### src/rtl/word_uart_tx.sv
// word_uart_tx: word FIFO feeding an 8N1 UART transmitter, LSB first, high byte of each word first.
// Build option WORD_UART_HEX_ASCII_EN sends each word as four uppercase ASCII hex digits then CR LF.
module word_uart_tx #(
   parameter int CLKS_PER_BIT = 868,
   parameter int FIFO_AW      = 4
) (
   input  logic             clk,
   input  logic             reset,
   input  logic [15:0]      word_in,
   input  logic             word_valid,
   output logic             word_ready,
   output logic             uart_tx,
   output logic             busy,
   output logic [FIFO_AW:0] fifo_count
);

   localparam int                 DEPTH      = 1 << FIFO_AW;
   localparam logic [FIFO_AW:0]   FULL_COUNT = {1'b1, {FIFO_AW{1'b0}}};
   localparam logic [FIFO_AW:0]   ZERO_COUNT = {(FIFO_AW + 1){1'b0}};
   localparam logic [FIFO_AW:0]   ONE_COUNT  = (FIFO_AW + 1)'(1);
   localparam logic [FIFO_AW-1:0] PTR_ONE    = FIFO_AW'(1);
   localparam logic [15:0]        BAUD_LAST  = 16'(CLKS_PER_BIT - 1);
`ifdef WORD_UART_HEX_ASCII_EN
   localparam logic [2:0]         LAST_BYTE  = 3'd5;
`else
   localparam logic [2:0]         LAST_BYTE  = 3'd1;
`endif

   typedef enum logic [2:0] {
      IDLE  = 3'd0,
      LOAD  = 3'd1,
      START = 3'd2,
      DATA  = 3'd3,
      STOP  = 3'd4
   } state_e;

`ifdef WORD_UART_HEX_ASCII_EN
   function automatic logic [7:0] nibble_ascii(input logic [3:0] nib);
      if (nib < 4'd10) begin
         nibble_ascii = 8'h30 + {4'h0, nib};
      end else begin
         nibble_ascii = 8'h37 + {4'h0, nib};
      end
   endfunction

   function automatic logic [7:0] select_byte(input logic [15:0] w, input logic [2:0] idx);
      case (idx)
         3'd0:    select_byte = nibble_ascii(w[15:12]);
         3'd1:    select_byte = nibble_ascii(w[11:8]);
         3'd2:    select_byte = nibble_ascii(w[7:4]);
         3'd3:    select_byte = nibble_ascii(w[3:0]);
         3'd4:    select_byte = 8'h0D;
         default: select_byte = 8'h0A;
      endcase
   endfunction
`else
   function automatic logic [7:0] select_byte(input logic [15:0] w, input logic [2:0] idx);
      case (idx)
         3'd0:    select_byte = w[15:8];
         default: select_byte = w[7:0];
      endcase
   endfunction
`endif

   logic [15:0]        mem_q [DEPTH];
   logic [FIFO_AW-1:0] wr_ptr_q, rd_ptr_q;
   logic [FIFO_AW:0]   count_q, count_d;
   logic               ready_q, busy_q, tx_q, tx_d;
   state_e             state_q, state_d;
   logic [15:0]        baud_q, baud_d;
   logic [2:0]         bit_q, bit_d;
   logic [2:0]         byte_idx_q, byte_idx_d;
   logic [15:0]        word_q, word_d;
   logic               push_s, pop_s, term_s;
   logic [7:0]         cur_byte_s;

   assign push_s     = word_valid & ready_q;
   assign term_s     = (baud_q == BAUD_LAST);
   assign cur_byte_s = select_byte(word_q, byte_idx_q);

   assign word_ready = ready_q;
   assign uart_tx    = tx_q;
   assign busy       = busy_q;
   assign fifo_count = count_q;

   // Serializer next state; the FIFO head is captured into word_q on the pop edge.
   always_comb begin
      state_d    = state_q;
      bit_d      = bit_q;
      byte_idx_d = byte_idx_q;
      word_d     = word_q;
      pop_s      = 1'b0;
      case (state_q)
         IDLE: begin
            if (count_q != ZERO_COUNT) begin
               pop_s   = 1'b1;
               word_d  = mem_q[rd_ptr_q];
               state_d = LOAD;
            end else begin
               state_d = IDLE;
            end
         end
         LOAD: begin
            byte_idx_d = 3'd0;
            bit_d      = 3'd0;
            state_d    = START;
         end
         START: begin
            if (term_s) begin
               bit_d   = 3'd0;
               state_d = DATA;
            end else begin
               state_d = START;
            end
         end
         DATA: begin
            if (term_s && (bit_q == 3'd7)) begin
               state_d = STOP;
            end else if (term_s) begin
               bit_d = bit_q + 3'd1;
            end else begin
               state_d = DATA;
            end
         end
         STOP: begin
            if (term_s && (byte_idx_q == LAST_BYTE)) begin
               state_d = IDLE;
            end else if (term_s) begin
               byte_idx_d = byte_idx_q + 3'd1;
               bit_d      = 3'd0;
               state_d    = START;
            end else begin
               state_d = STOP;
            end
         end
         default: state_d = IDLE;
      endcase
   end

   // Line level for the coming cycle, so uart_tx switches together with the state.
   always_comb begin
      case (state_d)
         START:   tx_d = 1'b0;
         DATA:    tx_d = cur_byte_s[bit_d];
         default: tx_d = 1'b1;
      endcase
   end

   // Baud counter restarts on every state entry and wraps at the terminal count.
   always_comb begin
      if ((state_d != state_q) || term_s) begin
         baud_d = 16'd0;
      end else if ((state_q == START) || (state_q == DATA) || (state_q == STOP)) begin
         baud_d = baud_q + 16'd1;
      end else begin
         baud_d = 16'd0;
      end
   end

   // FIFO occupancy after this cycle's push and pop.
   always_comb begin
      case ({push_s, pop_s})
         2'b10:   count_d = count_q + ONE_COUNT;
         2'b01:   count_d = count_q - ONE_COUNT;
         default: count_d = count_q;
      endcase
   end

   // FIFO storage write port.
   always_ff @(posedge clk) begin
      if (push_s) begin
         mem_q[wr_ptr_q] <= word_in;
      end
   end

   // Control and status registers.
   always_ff @(posedge clk or negedge reset) begin
      if (!reset) begin
         wr_ptr_q   <= {FIFO_AW{1'b0}};
         rd_ptr_q   <= {FIFO_AW{1'b0}};
         count_q    <= ZERO_COUNT;
         ready_q    <= 1'b1;
         busy_q     <= 1'b0;
         tx_q       <= 1'b1;
         state_q    <= IDLE;
         baud_q     <= 16'd0;
         bit_q      <= 3'd0;
         byte_idx_q <= 3'd0;
         word_q     <= 16'h0000;
      end else begin
         if (push_s) begin
            wr_ptr_q <= wr_ptr_q + PTR_ONE;
         end
         if (pop_s) begin
            rd_ptr_q <= rd_ptr_q + PTR_ONE;
         end
         count_q    <= count_d;
         ready_q    <= (count_d != FULL_COUNT);
         busy_q     <= (count_d != ZERO_COUNT) || (state_d != IDLE);
         tx_q       <= tx_d;
         state_q    <= state_d;
         baud_q     <= baud_d;
         bit_q      <= bit_d;
         byte_idx_q <= byte_idx_d;
         word_q     <= word_d;
      end
   end

endmodule

### config.mk
export PLATFORM = sky130hd
export DESIGN_NAME = word_uart_tx
export DESIGN_NICKNAME = d
export VERILOG_FILES = /design/src/rtl/word_uart_tx.sv
export SDC_FILE = /design/constraint.sdc
export NUM_CORES = 1
export LEC_CHECK = 0
export ABC_CLOCK_PERIOD_IN_PS = 6850
export CAP_MARGIN = 10
export CELL_PAD_IN_SITES_DETAIL_PLACEMENT = 0
export CELL_PAD_IN_SITES_GLOBAL_PLACEMENT = 2
export CORE_UTILIZATION = 52
export DETAILED_ROUTE_END_ITERATION = 8
export PLACE_DENSITY = 0.89
export SETUP_SLACK_MARGIN = 0.02
export SYNTH_ARGS = -nofsm -noshare
export SYNTH_HDL_FRONTEND = slang
export SYNTH_SLANG_ARGS = --single-unit
### constraint.sdc
create_clock -name clk -period 6.85 [get_ports clk]
set_clock_uncertainty 0.05 [all_clocks]
set_input_delay 1.37 -clock clk [delete_from_list [all_inputs] [get_ports clk]]
set_output_delay 1.37 -clock clk [all_outputs]
set_load 0.02 [all_outputs]
==> results of run 1 <==
==> critical path: stages <==
cell             delay, ns
clkdlybuf4s50_1       0.50
nand2_1               0.16
ha_1                  0.33
fa_1                  0.43
a21o_1                0.18
a21oi_1               0.16
xor2_1                0.16
nor2_1                0.07
xor2_1                0.17
or4_1                 0.49
==> sequential cells by signal (all words and copies together), names as in the netlist <==
signal and count:
fifo_count 5, word_q 16, word_ready 1, wr_ptr_q 4, uart_tx 1, bit_q 3, state_q 3, byte_idx_q 3
busy 1, rd_ptr_q 4, baud_q 16, mem_q 256
==> routing by layer <==
metal | up-vias | global-route usage, %
met5 | - | 0
met4 | 2 | 6.84
met3 | 49 | 3.39
met2 | 162 | 32.5
met1 | 3119 | 29.8
li1 | 2623 | -
==> power by group <==
group	switching (uW)	total [uW]	internal, uW
clock network	715	1780	1060
logic	601	1250	653
registers	196	2540	2340
total	1510	5570	4060
==> area by class of cell <==
class	instances	share of cell area (%)
Clock buffer	43	6.41
Clock inverter	19	1.29
Inverter	12	0.315
Multi-Input combinational cell	280	23.3
Sequential cell	313	63.9
Tap cell	319	2.79
Timing Repair Buffer	31	2.05
==> worst min path at each step <==
stage	start	slack, ns	to
5_1_grt	baud_q[0]	0.47	baud_q[0]
6_report	baud_q[0]	0.44	baud_q[0]
3_3_place_gp	baud_q[0]	0.42	baud_q[0]
4_1_cts	baud_q[0]	0.44	baud_q[0]
2_1_floorplan	baud_q[0]	0.40	baud_q[0]
3_5_place_dp	baud_q[0]	0.43	baud_q[0]
==> cells by family (layout without fill, tap and decap cells) <==
kind of cell,after synthesis,after routing
flops,313,313
simple gates,112,112
mux,107,107
buf+inv,38,105
xor+xnor,26,26
compound gates,18,18
fa+ha+maj,17,17
==> metrics by stage <==
step | cell area (um2) | hold WS (ns)
finish | 14300 | 0.437
floorplan | 12600 | 0.398
global route | 14300 | 0.471
CTS | 14300 | 0.442
global placement | 13200 | 0.420
detailed placement | 13200 | 0.435
==> layout by cell type (no fill, tap or decap), types with 2 or more instances in the layout <==
| cell type | Yosys | layout |
|---|---|---|
| edfxtp_1 | 256 | 256 |
| mux4_2 | 84 | 84 |
| dfrtp_1 | 55 | 53 |
| clkbuf_16 | 0 | 35 |
| nor2_1 | 29 | 29 |
| clkdlybuf4s50_1 | 0 | 25 |
| mux2_2 | 19 | 19 |
| ha_1 | 16 | 16 |
| nand3_1 | 15 | 15 |
| xor2_1 | 14 | 14 |
| nand2_1 | 13 | 13 |
| xnor2_1 | 12 | 12 |
| and2_1 | 12 | 12 |
| inv_1 | 11 | 11 |
| and3_1 | 11 | 11 |
| clkbuf_1 | 13 | 7 |
| clkinv_2 | 0 | 7 |
| clkinv_1 | 0 | 7 |
| a21oi_1 | 6 | 6 |
| nor3_1 | 5 | 5 |
| buf_4 | 1 | 5 |
| nand2b_1 | 4 | 4 |
| mux2i_1 | 4 | 4 |
| a21o_1 | 4 | 4 |
| nor3b_1 | 3 | 3 |
| nand4_1 | 3 | 3 |
| nor2b_1 | 3 | 3 |
| bufinv_16 | 0 | 3 |
| nor4_1 | 3 | 2 |
| o31ai_1 | 2 | 2 |
| or4_1 | 2 | 2 |
| o21ai_0 | 2 | 2 |
| clkinv_8 | 0 | 2 |
| dfstp_2 | 2 | 2 |
==> results_dict.tcl, run 1 <==
set metrics [dict create \
    status "complete, no violations" \
    layout.cells.non_filler 1017 \
    startpoint_type "input pin" \
    io_buffers 26 \
    design.die.area_mm2 0.0248 \
    setup_viol_count_final 0 \
    cts_setup_buffers 0 \
    min_period_ns 3.69 \
    timing.final.ws_setup_ns 3.16 \
    num_rows 56 \
    worstRegToRegCells 12 \
    synth_seq_cells 313 \
    synth_area_per_cell_um2 20.0 \
    clkSlewWorstSetupHoldPaths_ns 0.06 \
    powerDensity_mw_per_mm2 390 \
    drv_slew 0 \
    fin_total_pwr_uw 5570 \
    crit_path_end_kind "register" \
    grt_max_degree 68 \
    synth_mux_area_share_pct 17.0 \
    synth_top_family_by_area "multiplexers" \
    synth_area_mm2 0.0126 \
    vdd_drop_max_mv 0.263 \
    top_layer "met5" \
    worstMarginPinSlew_ns 0.957 \
    cts-root-buf "clkbuf_16" \
    met1_length_mm 10.5 \
    yosys.area.top_type "edfxtp_1" \
    rsz0062_at_grt "no" \
    dr_wl_met2_mm 11.4 \
    vias 5955 \
    core-area_mm2 0.0236 \
    cts.repair.resized 0 \
    dr.first_iter.drc_count 564 \
    htree_levels 2 \
    final_util_pct 60.5 \
    ff_latch_area_mm2 0.00912 \
    synthCells 631 \
    synth-edff-count 256 \
    max_freq_ghz 0.271 \
    dp_slack_ns 2.63 \
    syn_to_final_growth_pct 13.4 \
    max-clock-path-buffers 3 \
    synth-async-reset-ratio_pct 18.2 \
    initial_core_util_pct 53.3 \
    overflow 0 \
    via_per_inst 5.86 \
    wl_met3_mm 1.26 \
    r2r_end "busy" \
    clock_latency_ns 0.52 \
    ys_types 45 \
    r2r_setup_slack_ns 3.32 \
    synth_top_area_share_pct 61.0 \
    synth-simple-area-share_pct 4.78 \
    fin_tns_setup_ns 0 \
    rr_startpoint "fifo_count[0]" \
    drv_cap 0 \
    grt_pass1_wl_mm 37.1 \
    num-nets-final 708 \
    wl_mm 23.8 \
    endpoint "busy" \
    path_max_fanout 5 \
    ys_warn_count 0 \
    antenna_cells 0 \
    cts.sinks 313 \
    p_leak_uw 0.00490 \
    post-place-cells 955 \
    multiInputGateArea_mm2 0.00333 \
    first_pass_iters 4 \
    synth_most_common_cell "edfxtp_1" \
    drtAntennaViolNets 0 \
    syn_nets 667 \
    critical_path.startpoint "word_valid" \
    antenna_found_initial 1 \
    finalCritPeriodShare_pct 53.9 \
    synthTopCellsByArea "edfxtp_1 (61%), mux4_2 (15%), dfrtp_1 (11%)" \
    die_h_um 158 \
    dp_hpwl_mm 14.6 \
    synthTopCellsByCount "edfxtp_1 (256), mux4_2 (84), dfrtp_1 (55)" \
    die_w_um 158 \
    ys.flop_type "edfxtp_1" \
    fillers 1682 \
    drive_above_1_share_pct 23.6 \
    critical_path_class "in -> reg" \
    cts_tree "yes" \
    synthXorXnorAreaFrac_pct 1.81 \
    hold_depth 1 \
    hold_buffers 0 \
    grtUsageTotal_pct 20.7 \
    ys_seq_area_share_pct 72.4 \
    synthAdderAreaFrac_pct 1.75 \
    cp_data_required_time_ns 7.17 \
    synth_compound_area_share_pct 0.984 \
    cts_made_buffers 34 \
    drc 0 \
    wire_per_inst_um 23.4 \
    hold_viol 0 \
    place_congestion 0.799 \
    maxSlewHeadroom_pct 36.2 \
    grt_pass1_vias 6262 \
    hold_path_class "reg -> reg" \
    pin_count 27 \
    worstPathArrival_ns 4.01 \
]
No activity file was read; power rests on OpenSTA's default activity.
==> run 2, diff against run 1 <==
--- a/config.mk
+++ b/config.mk
@@ -5,13 +5,13 @@
 export SDC_FILE = /design/constraint.sdc
 export NUM_CORES = 1
 export LEC_CHECK = 0
-export ABC_CLOCK_PERIOD_IN_PS = 6850
+export ABC_CLOCK_PERIOD_IN_PS = 3900
 export CAP_MARGIN = 10
 export CELL_PAD_IN_SITES_DETAIL_PLACEMENT = 0
 export CELL_PAD_IN_SITES_GLOBAL_PLACEMENT = 2
-export CORE_UTILIZATION = 52
+export CORE_UTILIZATION = 49
 export DETAILED_ROUTE_END_ITERATION = 8
-export PLACE_DENSITY = 0.89
+export PLACE_DENSITY = 0.85
 export SETUP_SLACK_MARGIN = 0.02
 export SYNTH_ARGS = -nofsm -noshare
 export SYNTH_HDL_FRONTEND = slang
==> constraint.sdc (replaced) <==
create_clock -name clk -period 3.9 [get_ports clk]
set_clock_uncertainty 0.05 [all_clocks]
set_input_delay 0.78 -clock clk [delete_from_list [all_inputs] [get_ports clk]]
set_output_delay 0.78 -clock clk [all_outputs]
set_load 0.02 [all_outputs]
==> results_dict.tcl, run 2 (synthesized netlist as in run 1, its figures left out) <==
set metrics [dict create \
    status "complete, no violations" \
    place_congestion 0.788 \
    core-area_mm2 0.0252 \
    largest_register "mem_q" \
    max_freq_ghz 0.303 \
    pin_count 27 \
    htree_levels 1 \
    antenna_cells 0 \
    min_period_ns 3.30 \
    hold-worst-slack_ns 0.172 \
    grt_pass1_wl_mm 38.3 \
    mostFrequentLayoutCell "edfxtp_1" \
    via_per_inst 5.83 \
    cts_tree "yes" \
    cts.sinks 313 \
    fillers 1840 \
    p_leak_uw 0.00493 \
    dp_hpwl_mm 14.3 \
    drv_slew 0 \
    io_buffers 26 \
    cts-root-buf "clkbuf_16" \
    cts_made_buffers 31 \
    clkSlewWorstSetupHoldPaths_ns 0.06 \
    top_regs "mem_q x256, baud_q x16, word_q x16" \
    hold_buffers 0 \
    die_w_um 162 \
    vdd_drop_max_mv 0.394 \
    final_util_pct 56.8 \
    clock_latency_ns 0.57 \
    worstMarginPinSlew_ns 1.08 \
    die_h_um 162 \
    layout.cells.non_filler 1041 \
    drtAntennaViolNets 0 \
    path_max_fanout 5 \
    initial_core_util_pct 50.0 \
    worstPathArrival_ns 3.68 \
    hold_path_class "in -> async" \
    post-place-cells 985 \
    maxSlewHeadroom_pct 27.7 \
    cts_setup_buffers 0 \
    cp_data_required_time_ns 4.29 \
    rsz0062_at_grt "no" \
    finalCritPeriodShare_pct 84.5 \
    antenna_found_initial 0 \
    grt_pass1_vias 6412 \
    max-clock-path-buffers 3 \
    grt_max_degree 68 \
    startpoint_type "register" \
    crit_path_end_kind "register" \
    first_pass_iters 5 \
    largest_register_ffs 256 \
    layout_common_cells "edfxtp_1 (256), mux4_2 (84), dfrtp_1 (53)" \
    fin_tns_setup_ns 0 \
    cts.repair.resized 0 \
    overflow 0 \
    critical_path_class "reg -> reg" \
    grtUsageTotal_pct 19.9 \
    wire_per_inst_um 24.0 \
    syn_to_final_growth_pct 13.7 \
    drv_cap 0 \
    hold_viol 0 \
    setup_viol_count_final 0 \
    vias 6068 \
    design.die.area_mm2 0.0263 \
    powerDensity_mw_per_mm2 660 \
    num-nets-final 724 \
    drc 0 \
    dr.first_iter.drc_count 539 \
    wl_mm 25.0 \
    drive_above_1_share_pct 24.8 \
    num_rows 58 \
]
-- run 2: cell count changes in the layout (fill, tap and decap cells not counted), moves of 2 or more --
cell and delta:
buf_12 +2, buf_4 +17, clkbuf_16 -4, clkinv_2 -2
clkinv_8 -2
-- run 2: worst paths after layout --
check	to	slack [ns]	start	depth (start not counted)
setup / recovery	busy	0.60	fifo_count[1]	11
hold / removal	state_q[0]	0.17	reset	1
setup reg to reg	busy	0.60	fifo_count[1]	11
hold reg to reg	baud_q[0]	0.44	baud_q[0]	1
max in group asynchronous	word_ready	2.73	reset	2
min in group clk	baud_q[0]	0.44	baud_q[0]	1
-- run 2: through the flow --
step | setup WS (ns) | total power (uW) | area (um2)
after detailed placement | 0.330 | 6770 | 13400
after floorplan | 0.440 | 6020 | 12600
after CTS | 0.583 | 9560 | 14300
after global placement | 0.353 | 6690 | 13400
after global routing | 0.378 | 9860 | 14300
final | 0.603 | 9450 | 14300
-- run 2: routing by layer --
metal	GRT usage, %	routed length (um)
met1	26.3	10400
met2	34.7	13000
met3	2.86	992
met4	5.27	574
met5	0	0
-- run 2: power by group --
group | internal [uW] | total (uW) | switching (uW)
clock network | 1590 | 2780 | 1190
logic | 1200 | 2230 | 1020
registers | 4100 | 4440 | 340
-- run 2: critical path: stages, from the launching register on --
cell,delay (ns)
dfrtp_1,0.44
or4_1,0.58
nor2_1,0.14
nor4_2,0.07
ha_1,0.29
fa_1,0.43
a21o_1,0.17
a21oi_1,0.16
xor2_1,0.15
nor2_1,0.07
xor2_1,0.17
or4_1,0.47
-- run 2: final cells by class --
type	count	area (um2)	share of cell area, %
Multi-Input combinational cell	280	3330	23.2
Timing Repair Buffer	50	460	3.22
Clock buffer	39	806	5.63
Sequential cell	313	9120	63.7
Inverter	12	45.0	0.315
Tap cell	330	413	2.88
Clock inverter	17	143	0.997
==> run 3, diff against run 2 <==
--- a/config.mk
+++ b/config.mk
@@ -5,13 +5,13 @@
 export SDC_FILE = /design/constraint.sdc
 export NUM_CORES = 1
 export LEC_CHECK = 0
-export ABC_CLOCK_PERIOD_IN_PS = 3900
+export ABC_CLOCK_PERIOD_IN_PS = 3000
 export CAP_MARGIN = 10
 export CELL_PAD_IN_SITES_DETAIL_PLACEMENT = 0
 export CELL_PAD_IN_SITES_GLOBAL_PLACEMENT = 2
-export CORE_UTILIZATION = 49
+export CORE_UTILIZATION = 44
 export DETAILED_ROUTE_END_ITERATION = 8
-export PLACE_DENSITY = 0.85
+export PLACE_DENSITY = 0.81
 export SETUP_SLACK_MARGIN = 0.02
 export SYNTH_ARGS = -nofsm -noshare
 export SYNTH_HDL_FRONTEND = slang
==> constraint.sdc (replaced) <==
create_clock -name clk -period 3 [get_ports clk]
set_clock_uncertainty 0.05 [all_clocks]
set_input_delay 0.6 -clock clk [delete_from_list [all_inputs] [get_ports clk]]
set_output_delay 0.6 -clock clk [all_outputs]
set_load 0.02 [all_outputs]
==> results_dict.tcl, run 3 (synthesized netlist as in run 1, its figures left out) <==
set metrics [dict create \
    status "complete, but fails checks" \
    violations "negative setup slack" \
    top_regs "mem_q x256, baud_q x16, word_q x16" \
    pin_count 27 \
    clock_latency_ns 0.51 \
    grt_pass1_vias 6390 \
    met1_usage_pct 23.8 \
    vias 6062 \
    wl_mm 25.0 \
    timing.final.ws_setup_ns -0.0157 \
    dp_slack_ns -0.118 \
    first_pass_iters 4 \
    grt_max_degree 58 \
    setup_viol_count_final 1 \
    endpoint "busy" \
    startpoint_type "register" \
    drtAntennaViolNets 0 \
    drv_slew 0 \
    vdd_drop_max_mv 0.578 \
    finalCritPeriodShare_pct 101 \
    antenna_cells 0 \
    hold_path_class "in -> async" \
    layout.cells.non_filler 1108 \
    cts_made_buffers 34 \
    max_freq_ghz 0.332 \
    largest_register_ffs 256 \
    drive_above_1_share_pct 28.9 \
    worstPathArrival_ns 3.34 \
    rr_startpoint "fifo_count[1]" \
    maxSlewHeadroom_pct 50.0 \
    critical_path_class "reg -> reg" \
    num_rows 61 \
    via_per_inst 5.47 \
    die_w_um 171 \
    place_congestion 0.767 \
    design.die.area_mm2 0.0293 \
    rsz0062_at_grt "yes" \
    worstRegToRegCells 12 \
    place_area_mm2 0.0138 \
    cp_data_required_time_ns 3.33 \
    htree_levels 2 \
    max-clock-path-buffers 3 \
    antenna_found_initial 0 \
    cts-root-buf "clkbuf_16" \
    fillers 2178 \
    num-nets-final 744 \
    syn_to_final_growth_pct 17.8 \
    final_area_mm2 0.0148 \
    initial_core_util_pct 45.1 \
    p_leak_uw 0.00509 \
    io_buffers 26 \
    largest_register "mem_q" \
    met3_usage_pct 3.08 \
    critical_path.startpoint "fifo_count[1]" \
    dr.first_iter.drc_count 508 \
    cts_tree "yes" \
    path_max_fanout 4 \
    wire_per_inst_um 22.6 \
    r2r_setup_slack_ns -0.02 \
    drc 0 \
    overflow 0 \
    cts.sinks 313 \
    r2r_end "busy" \
    worstMarginPinSlew_ns 0.750 \
    busiest_layer "met2" \
    grtUsageTotal_pct 18.2 \
    core-area_mm2 0.0279 \
    met2_usage_pct 31.3 \
    post-place-cells 1048 \
    crit_path_end_kind "register" \
    dp_hpwl_mm 14.3 \
    layout_common_cells "edfxtp_1 (256), mux4_2 (84), dfrtp_1 (51)" \
    die_h_um 171 \
    powerDensity_mw_per_mm2 867 \
    drv_cap 0 \
    min_period_ns 3.02 \
    final_util_pct 53.1 \
    clkSlewWorstSetupHoldPaths_ns 0.06 \
    grt_pass1_wl_mm 38.3 \
    mostFrequentLayoutCell "edfxtp_1" \
    hold_viol 0 \
]
==> run 3: metrics by stage <==
step	TNS [ns]	hold WS [ns]	power, uW
after CTS	-0.0135	0.212	13000
after floorplan	-0.212	0.254	7850
final	-0.0157	0.189	12900
after global routing	-0.171	0.252	13400
after detailed placement	-0.118	0.427	9070
after global placement	-0.0364	0.412	8950
==> run 3: report_power, final <==
part | total, uW | switching (uW) | internal (uW) | leakage, uW
Sequential | 5760 | 429 | 5330 | 0.00302
Clock | 3890 | 1630 | 2270 | 0.000504
Combinational | 3200 | 1430 | 1770 | 0.00157
Total | 12900 | 3490 | 9370 | 0.00509
==> run 3: worst min path at each step <==
stage,start,cells past startpoint,slack [ns],to
global placement,baud_q[0],1,0.41,baud_q[0]
floorplan,reset,0,0.25,baud_q[0]
global route,reset,2,0.25,baud_q[8]
CTS,reset,2,0.21,word_q[12]
finish,reset,2,0.19,baud_q[8]
detailed placement,baud_q[0],1,0.43,baud_q[0]
==> run 3: critical path, stage by stage (launching register included) <==
cell and delay, ns:
dfrtp_2 0.40, or4_4 0.53, nor2_4 0.12, nor4_4 0.06, ha_4 0.19, fa_2 0.36
xnor2_1 0.16, nor2_1 0.05, a21oi_1 0.11, inv_1 0.08, nor3_2 0.15, nand3b_1 0.10
or4_4 0.52
==> run 3: final cells by class <==
class	count	area, um2	share of cell area, %
clock buffer	40	873	5.89
clock inverter	18	164	1.10
inverter	12	45.0	0.304
multi-input combinational	280	3390	22.9
sequential	313	9120	61.5
tap	378	473	3.19
timing repair buffer	67	763	5.14
==> run 3: timing repair <==
action / 4_1_cts / 5_1_grt
hold buffers: 0 / 0
pin swaps: 8 / 0
setup endpoints to repair: 1 / 1
setup buffers: 2 / 0
gates resized for setup: 5 / 0
==> run 3: layer usage <==
layer | vias up | part of all wire, %
met1 | 3204 | 42
li1 | 2691 | -
met5 | - | 0
met3 | 42 | 4.2
met4 | 0 | 2.3
met2 | 125 | 52
